[src/rtl/fir_pkg.sv]
// Shared widths and arithmetic helpers for the FIR feed-forward section.
package fir_pkg;

    localparam int DEF_DATA_W    = 32;
    localparam int DEF_COEF_W    = 16;
    localparam int DEF_TAPS      = 3;
    localparam int DEF_OUT_SHIFT = 0;
    localparam int SAT_W         = 128;

    function automatic int clog2_min1(input int n);
        return (n > 1) ? $clog2(n) : 1;
    endfunction

    // Round-half-up shift then clamp to a signed width-bit range; returns {sat_flag, value}.
    function automatic logic [SAT_W:0] sat_round(input logic signed [SAT_W-1:0] acc,
                                                 input int shift,
                                                 input int width);
        logic signed [SAT_W-1:0] one_v;
        logic signed [SAT_W-1:0] r_v;
        logic signed [SAT_W-1:0] lim_v;
        logic signed [SAT_W-1:0] max_v;
        logic signed [SAT_W-1:0] min_v;
        logic [SAT_W:0]          res_v;
        one_v = {{(SAT_W-1){1'b0}}, 1'b1};
        if (shift > 0) begin
            r_v = (acc + (one_v <<< (shift - 1))) >>> shift;
        end else begin
            r_v = acc;
        end
        lim_v = one_v <<< (width - 1);
        max_v = lim_v - one_v;
        min_v = -lim_v;
        if (r_v > max_v) begin
            res_v = {1'b1, max_v};
        end else if (r_v < min_v) begin
            res_v = {1'b1, min_v};
        end else begin
            res_v = {1'b0, r_v};
        end
        return res_v;
    endfunction

endpackage

[src/rtl/fir_tap_mult.sv]
// One registered full-width signed multiply for a single FIR tap.
module fir_tap_mult
    import fir_pkg::*;
#(
    parameter int DATA_W = DEF_DATA_W,
    parameter int COEF_W = DEF_COEF_W
) (
    input  logic                       clk,
    input  logic                       rst_n,
    input  logic [DATA_W-1:0]          x_i,
    input  logic [COEF_W-1:0]          h_i,
    output logic [DATA_W+COEF_W-1:0]   p_o
);

    localparam int P_W = DATA_W + COEF_W;

    logic [P_W-1:0] x_ext_s;
    logic [P_W-1:0] h_ext_s;
    logic [P_W-1:0] p_d;
    logic [P_W-1:0] p_q;

    // Both operands are sign-extended to the product width so the multiply is exact.
    always_comb begin
        x_ext_s = {{COEF_W{x_i[DATA_W-1]}}, x_i};
        h_ext_s = {{DATA_W{h_i[COEF_W-1]}}, h_i};
        p_d     = P_W'($signed(x_ext_s) * $signed(h_ext_s));
    end

    // Product register.
    always_ff @(posedge clk or negedge rst_n) begin
        if (!rst_n) begin
            p_q <= {P_W{1'b0}};
        end else begin
            p_q <= p_d;
        end
    end

    assign p_o = p_q;

endmodule

[src/rtl/fir_feedforward_param.sv]
// Pipelined feed-forward FIR section: accept/shift, per-tap multiply, sum, round+saturate.
module fir_feedforward_param
    import fir_pkg::*;
#(
    parameter int DATA_W    = DEF_DATA_W,
    parameter int COEF_W    = DEF_COEF_W,
    parameter int TAPS      = DEF_TAPS,
    parameter int OUT_SHIFT = DEF_OUT_SHIFT,
    parameter int ACC_W     = DATA_W + COEF_W + $clog2(TAPS) + 1
) (
    input  logic                          clk,
    input  logic                          rst_n,
    input  logic                          flush,
    input  logic                          coef_we,
    input  logic [clog2_min1(TAPS)-1:0]   coef_addr,
    input  logic [COEF_W-1:0]             coef_wdata,
    input  logic                          in_valid,
    input  logic [DATA_W-1:0]             in_data,
    output logic                          out_valid,
    output logic [DATA_W-1:0]             out_data,
    output logic                          out_sat
);

    localparam int P_W = DATA_W + COEF_W;

    logic [DATA_W-1:0] x_q [TAPS];
    logic [DATA_W-1:0] x_d [TAPS];
    logic [COEF_W-1:0] h_q [TAPS];
    logic [COEF_W-1:0] h_d [TAPS];
    logic [P_W-1:0]    p_s [TAPS];
    logic [ACC_W-1:0]  acc_q;
    logic [ACC_W-1:0]  acc_d;
    logic [SAT_W-1:0]  acc_ext_s;
    logic              v0_q, v0_d;
    logic              v1_q, v1_d;
    logic              v2_q, v2_d;
    logic              out_valid_q, out_valid_d;
    logic [DATA_W-1:0] out_data_q, out_data_d;
    logic              out_sat_q, out_sat_d;

    for (genvar k = 0; k < TAPS; k++) begin : g_tap
        fir_tap_mult #(
            .DATA_W (DATA_W),
            .COEF_W (COEF_W)
        ) u_mult (
            .clk   (clk),
            .rst_n (rst_n),
            .x_i   (x_q[k]),
            .h_i   (h_q[k]),
            .p_o   (p_s[k])
        );
    end

    // Next-state for delay line, coefficients, adder tree, valids and output stage.
    always_comb begin
        for (int k = 0; k < TAPS; k++) begin
            if (coef_we && (int'(coef_addr) == k)) begin
                h_d[k] = coef_wdata;
            end else begin
                h_d[k] = h_q[k];
            end
        end

        // Flush beats a coincident sample: the line is zeroed and the sample dropped.
        if (flush) begin
            for (int k = 0; k < TAPS; k++) begin
                x_d[k] = {DATA_W{1'b0}};
            end
        end else if (in_valid) begin
            x_d[0] = in_data;
            for (int k = 1; k < TAPS; k++) begin
                x_d[k] = x_q[k-1];
            end
        end else begin
            x_d = x_q;
        end

        acc_d = {ACC_W{1'b0}};
        for (int k = 0; k < TAPS; k++) begin
            acc_d = acc_d + {{(ACC_W-P_W){p_s[k][P_W-1]}}, p_s[k]};
        end

        v0_d        = in_valid && !flush;
        v1_d        = v0_q && !flush;
        v2_d        = v1_q && !flush;
        out_valid_d = v2_q && !flush;

        acc_ext_s = {{(SAT_W-ACC_W){acc_q[ACC_W-1]}}, acc_q};
        if (v2_q && !flush) begin
            out_data_d = DATA_W'(sat_round(acc_ext_s, OUT_SHIFT, DATA_W));
            out_sat_d  = 1'(sat_round(acc_ext_s, OUT_SHIFT, DATA_W) >> SAT_W);
        end else begin
            out_data_d = out_data_q;
            out_sat_d  = out_sat_q;
        end
    end

    // Pipeline state registers.
    always_ff @(posedge clk or negedge rst_n) begin
        if (!rst_n) begin
            for (int k = 0; k < TAPS; k++) begin
                x_q[k] <= {DATA_W{1'b0}};
                h_q[k] <= {COEF_W{1'b0}};
            end
            acc_q       <= {ACC_W{1'b0}};
            v0_q        <= 1'b0;
            v1_q        <= 1'b0;
            v2_q        <= 1'b0;
            out_valid_q <= 1'b0;
            out_data_q  <= {DATA_W{1'b0}};
            out_sat_q   <= 1'b0;
        end else begin
            x_q         <= x_d;
            h_q         <= h_d;
            acc_q       <= acc_d;
            v0_q        <= v0_d;
            v1_q        <= v1_d;
            v2_q        <= v2_d;
            out_valid_q <= out_valid_d;
            out_data_q  <= out_data_d;
            out_sat_q   <= out_sat_d;
        end
    end

    assign out_valid = out_valid_q;
    assign out_data  = out_data_q;
    assign out_sat   = out_sat_q;

endmodule

[config.mk]
export PLATFORM = sky130hd
export DESIGN_NAME = fir_feedforward_param
export DESIGN_NICKNAME = d
export VERILOG_FILES = /design/src/rtl/fir_pkg.sv /design/src/rtl/fir_tap_mult.sv /design/src/rtl/fir_feedforward_param.sv
export SDC_FILE = /design/constraint.sdc
export NUM_CORES = 2
export LEC_CHECK = 0
export BUFFER_PORTS_ARGS = -buffer_cell sky130_fd_sc_hd__buf_4
export CAP_MARGIN = 20
export CORE_UTILIZATION = 45
export CTS_CLUSTER_SIZE = 8
export DETAILED_ROUTE_END_ITERATION = 10
export GPL_TIMING_DRIVEN = 0
export PLACE_DENSITY = 0.64
export SLEW_MARGIN = 20
export SYNTH_ARGS = -nofsm -noshare
export SYNTH_HDL_FRONTEND = slang
export SYNTH_SLANG_ARGS = --single-unit
[constraint.sdc]
create_clock -name clk -period 16.5 [get_ports clk]
set_input_delay 2.475 -clock clk [delete_from_list [all_inputs] [get_ports clk]]
set_output_delay 2.475 -clock clk [all_outputs]
set_load 0.005 [all_outputs]
Word-level counts from Yosys, hierarchy flattened. Cells that the tools add are included.

Add/subtract/negate cells: 2. $mul: 3. $lt $le $gt $ge: 2. Equal/unequal tests: 2. Multiplexer cells: 5. Reductions and logical operators: 10.

Operators with widths (number): $mux 129 (2); $mux 96 (2); $mul 32x16->48 (3); $gt 128x32->1 const B (1); $lt 128x32->1 const B (1); $mux 128 (1); $add 49x48->50 (1); $add 48x48->49 (1); $logic_and 1x1->1 (7); $eq 2x2->1 const B (2); $logic_not 2->1 (1); $reduce_bool 2->1 (1); $logic_not 1->1 (1).

Register bits after elaboration: 375. Input port bits: 55. Output and inout port bits: 34. Logic and storage cells: 40.

Depth between registers and ports, before layout.
Depth in word-level cells: 6. Depth in mapped cells: 27. Gate-level depth less buffers: 25.

Modules after synthesis. A second synthesis with hierarchy kept.

Cell total of the unflattened synthesis: 7394. Area, all modules: 69583.0 sq um.

Modules (own cells, without submodules): fir_tap_mult (g_tap[0].u_mult) (instances 1, cells an instance 2143, area an instance 19303.5 sq um, sequential area each 1201.2 sq um); fir_tap_mult (g_tap[1].u_mult) (instances 1, cells an instance 2109, area an instance 19184.6 sq um, sequential area each 1201.2 sq um); fir_tap_mult (g_tap[2].u_mult) (instances 1, cells an instance 2065, area an instance 18936.9 sq um, sequential area each 1201.2 sq um); fir_feedforward_param (instances 1, cells an instance 1077, area an instance 12157.9 sq um, sequential area each 5780.5 sq um).

Least setup slack after synthesis. OpenSTA, ideal clock, no wires.

Path kind: reg-to-reg. From: register h_q[31] (netlist name). To: register g_tap[1].u_mult.p_q[41]. Setup time: 0.080 ns. Arrival: 6.500 ns. Required time: 16.420 ns. Slack: 9.920 ns. Stages on the path, launching flop included: 25. Buffers on the path: 2. Clock period less this slack: 6.580 ns. Path through: dfrtp_1 > inv_2 > buf_1 > nor2_1 > fa_1 > fa_1 > fa_1 > fa_1 > fa_1 > inv_1 > fa_1 > inv_1 > ha_1 > clkbuf_1 > a21o_1 > nor3_1 > o21ai_0 > a221o_1 > nor3_1 > a211oi_1 > o31a_1 > o21ai_0 > nand2b_1 > a21oi_1 > xnor2_1.

Cells in the longest elaborated chain, start to end: 1.

Ends and longest elaborated chain: start, declared (line fir_feedforward_param.sv:28) `logic [COEF_W-1:0] h_q [TAPS];`; start signal, assigned by index (line fir_feedforward_param.sv:103) `h_q[k] <= {COEF_W{1'b0}};`; $mul 32x16->48 (line fir_tap_mult.sv:26) `p_d = P_W'($signed(x_ext_s) * $signed(h_ext_s));`; named net g_tap[1].u_mult.p_d[41] (line fir_tap_mult.sv:19) `logic [P_W-1:0] p_d;`; end signal, assigned (line fir_tap_mult.sv:32) `p_q <= {P_W{1'b0}};`; end signal, assigned (line fir_tap_mult.sv:34) `p_q <= p_d;`; end, declared (line fir_tap_mult.sv:20) `logic [P_W-1:0] p_q;`.

The timed path passes the listed nets, and every way through them passes these cells. A chain may end at the register's enable or synchronous reset.

Worst setup path after layout.
From: register x_q[43] (netlist name). To: register g_tap[1].u_mult.p_q[47].

Cells in the longest elaborated chain, start to end: 1.

Ends and longest elaborated chain: start, declared (line fir_feedforward_param.sv:26) `logic [DATA_W-1:0] x_q [TAPS];`; start signal, assigned by index (line fir_feedforward_param.sv:102) `x_q[k] <= {DATA_W{1'b0}};`; $mul 32x16->48 (line fir_tap_mult.sv:26); named net g_tap[1].u_mult.p_d[47] (line fir_tap_mult.sv:19).

The timed path passes the listed nets, and every way through them passes these cells.

==> results.sh <==
export IMPL_status="finished clean"
export IMPL_cp_start_kind="flop"
export IMPL_critPathRequiredTime_ns=16.98
export IMPL_holdCritStartpoint="out_sat"
export IMPL_nets=9358
export IMPL_syn_nets=9209
export IMPL_cts_post_setup_buffers_inserted=0
export IMPL_worst_pin_slew_ns=1.19
export IMPL_io_buffers=86
export IMPL_synth_edf_count=0
export IMPL_areaGrowthSynthToFinish_pct=7.14
export IMPL_first_global_vias=52200
export IMPL_synth_top_family_by_area="adder cells"
export IMPL_holdBufCountCts=0
export IMPL_cts_root_buf="clkbuf_16"
export IMPL_wire_per_inst_um=21.8
export IMPL_synth_area_per_cell_um2=9.45
export IMPL_min_to="out_sat"
export IMPL_clk_latency_ns=0.64
export IMPL_antenna_found_initial=12
export IMPL_track_usage=0.279
export IMPL_p_leak_uw=0.0371
export IMPL_worst_ep_arrival_time_ns=9.32
export IMPL_fillers=14200
export IMPL_place_area_um2=71900
export IMPL_ctsResizeCount=0
export IMPL_grt_start_max_net_pins=96
export IMPL_clk_pin_slew_ns=0.06
export IMPL_ir_worst_vdd_mv=0.233
export IMPL_viasPerCell=5.26
export IMPL_reg2reg_to="g_tap[1].u_mult.p_o[47]"
export IMPL_tritoncts="yes"
export IMPL_synth_mux_area_frac=0.0219
export IMPL_critPathMaxFanout=10
export IMPL_cts_buffers=55
export IMPL_worst_setup_path_type="flop to flop"
export IMPL_die_x_um=392
export IMPL_drive_gt1_frac=0.0317
export IMPL_grt_util_met1=0.379
export IMPL_overflow=0
export IMPL_async_flop_share=1.00
export IMPL_drcViolationCount=0
export IMPL_max_slew_margin_rel=0.201
export IMPL_row_count=142
export IMPL_io_pins=89
export IMPL_drv_cap=0
export IMPL_setup_worst_path_end_class="flop"
export IMPL_synth_compound_area_frac=0.0553
export IMPL_final_max_slew_violation_count=0
export IMPL_grt_util_met2=0.428
export IMPL_wl_um=206000
export IMPL_design_area_um2=73500
export IMPL_cts_max_level=2
export IMPL_top_usage_layer="met2"
export IMPL_die_h_um=392
export IMPL_reg2reg_from="x_q[43]"
export IMPL_fmaxAchievable_mhz=113
export IMPL_dr_pass1_iters=5
export IMPL_ant_nets=0
export IMPL_period_needed_ns=8.84
export IMPL_powerDensity_nw_per_um2=152
export IMPL_reg2reg_depth=23
export IMPL_grt_use_met3=0.0684
export IMPL_timing_final_crit_share=0.536
export IMPL_hold_path_cell_count=2
export IMPL_finalSetupViolCount=0
export IMPL_netlist_instances=7257
export IMPL_synth_cell_type_count=75
export IMPL_finalSetupTns_ns=0
export IMPL_syn_area_um2=68600
export IMPL_clockBufferDepth=3
export IMPL_grt_pass1_wl_um=319000
export IMPL_rsz0062_at_grt="false"
export IMPL_cts_sinks=375
export IMPL_dp_hpwl_um=173000
export IMPL_hold_violations=0
export IMPL_ys_warnings_count=0
export IMPL_synthXorXnorAreaFrac=0.0245
export IMPL_place_congestion=0.976
export IMPL_synthAdderAreaFrac=0.511
export IMPL_initial_utilization=0.456
export IMPL_dieArea_um2=154000
export IMPL_synthSimpleGateAreaFrac=0.138
export IMPL_first_iter_violations=3864
export IMPL_synth_ff_type="dfrtp_1"
export IMPL_hold_class="flop to flop"
export IMPL_vias=49600
export IMPL_skew_ns=0.0326
export IMPL_ys_seq_elements=375
export IMPL_core_area_um2=150000
export IMPL_seq_area_frac_synth=0.137
export IMPL_r2r_slack_ns=7.66
-- cell usage in the layout, fill, tap and decap left out, types with 136 or more instances in the layout --
master,instances
nor2_1,276
a21oi_1,166
xnor2_1,136
inv_1,1748
clkbuf_1,295
dfrtp_1,375
ha_1,390
nand2_1,934
o21ai_0,161
fa_1,1507
and2_1,624
-- worst max-delay path: stages, from the launching register on --
cell and delay (ns):
dfrtp_1 0.77, clkbuf_1 0.58, nand2_1 0.18, fa_1 0.58
fa_1 0.45, fa_1 0.55, inv_1 0.06, fa_1 0.46
fa_1 0.55, inv_1 0.06, fa_1 0.62, inv_1 0.07
ha_1 0.44, nand2_1 0.14, a2111oi_0 0.45, o21ai_0 0.35
a21oi_1 0.43, nor3_1 0.24, a211oi_1 0.64, o21ai_0 0.23
a31oi_1 0.25, o21a_1 0.17, nor2_1 0.05, xnor2_1 0.34
-- cells by family after synthesis --
family,count (synthesis)
AOI/OAI and AO/OA,596
buffers and inverters,2056
muxes,144
and+or+nand+nor,1997
xor gates and xnor gates,192
DFF,375
adders and majority gates,1897
-- power by group --
part / switching, uW / leakage [uW] / internal, uW
clock: 432 / 0.000767 / 640
combinational: 5290 / 0.0317 / 3210
sequential: 319 / 0.00470 / 1310
-- worst max path at each step --
stage	from	end	cells after the start
finish	x_q[43]	g_tap[1].u_mult.p_o[47]	23
global route	x_q[43]	g_tap[1].u_mult.p_o[47]	23
CTS	x_q[43]	g_tap[1].u_mult.p_o[47]	23
detailed placement	x_q[43]	g_tap[1].u_mult.p_o[47]	23
global placement	x_q[43]	g_tap[1].u_mult.p_o[47]	23
floorplan	h_q[31]	g_tap[1].u_mult.p_o[41]	24
-- synth_stat cells (11+ instances only) --
library cell | instances | area [um2]
inv_1 | 1748 | 6560
dfrtp_1 | 375 | 9380
nand3_1 | 27 | 135
nor3_1 | 20 | 100
nand2_1 | 934 | 3510
a21o_1 | 96 | 721
xor2_1 | 56 | 490
fa_1 | 1507 | 30200
and2_1 | 624 | 3900
a21oi_1 | 166 | 831
o21bai_1 | 24 | 180
mux2_2 | 48 | 541
o21ai_0 | 162 | 811
a31oi_1 | 15 | 93.8
buf_1 | 12 | 45.0
mux2i_1 | 96 | 961
xnor2_1 | 136 | 1190
nand4_1 | 25 | 156
nor2b_1 | 16 | 100
ha_1 | 390 | 4880
nand2b_1 | 35 | 219
nor2_1 | 276 | 1040
and3_1 | 11 | 68.8
o211ai_1 | 11 | 82.6
o21a_1 | 31 | 233
clkbuf_1 | 293 | 1100
a211oi_1 | 19 | 143
-- final cells by class --
class                   count  area (um2)  share of cell area
repair buffers             92         778              0.0106
plain buffers             306        1150              0.0157
flip-flops and latches    375        9380               0.128
clock buffers              62        1440              0.0197
inverters                1750        6570              0.0894
multi-input cells        4826       51500               0.701
well taps                2016        2520              0.0343
clock inverters             6         124             0.00169
diodes                      3        7.51            0.000102
-- stage by stage --
| stage | hold slack [ns] | instances | total power [uW] | worst slack [ns] | utilization |
|---|---|---|---|---|---|
| floorplan | 0.439 | 7257 | 7340 | 9.92 | - |
| global placement | 0.440 | 9359 | 9870 | 7.88 | 0.477 |
| detailed placement | 0.470 | 9365 | 10000 | 7.81 | 0.478 |
| CTS | 0.481 | 9433 | 11100 | 7.76 | 0.488 |
| global route | 0.493 | 9433 | 12200 | 7.49 | 0.488 |
| finish | 0.476 | 9436 | 11200 | 7.66 | 0.488 |
-- flip-flops by register name (all words and copies together) (netlist names) --
signal and count:
out_sat 1, v1_q 1, acc_q 50, x_q 96, g_tap.u_mult.p_o 144, out_data 32, v0_q 1, h_q 48
v2_q 1, out_valid 1
-- routing by layer --
metal,vias up,wire [um]
li1,21600,-
met1,25600,83800
met2,1970,92100
met3,404,20200
met4,8,9890
met5,-,65
Note: power is estimated with default switching activity, not from simulation.
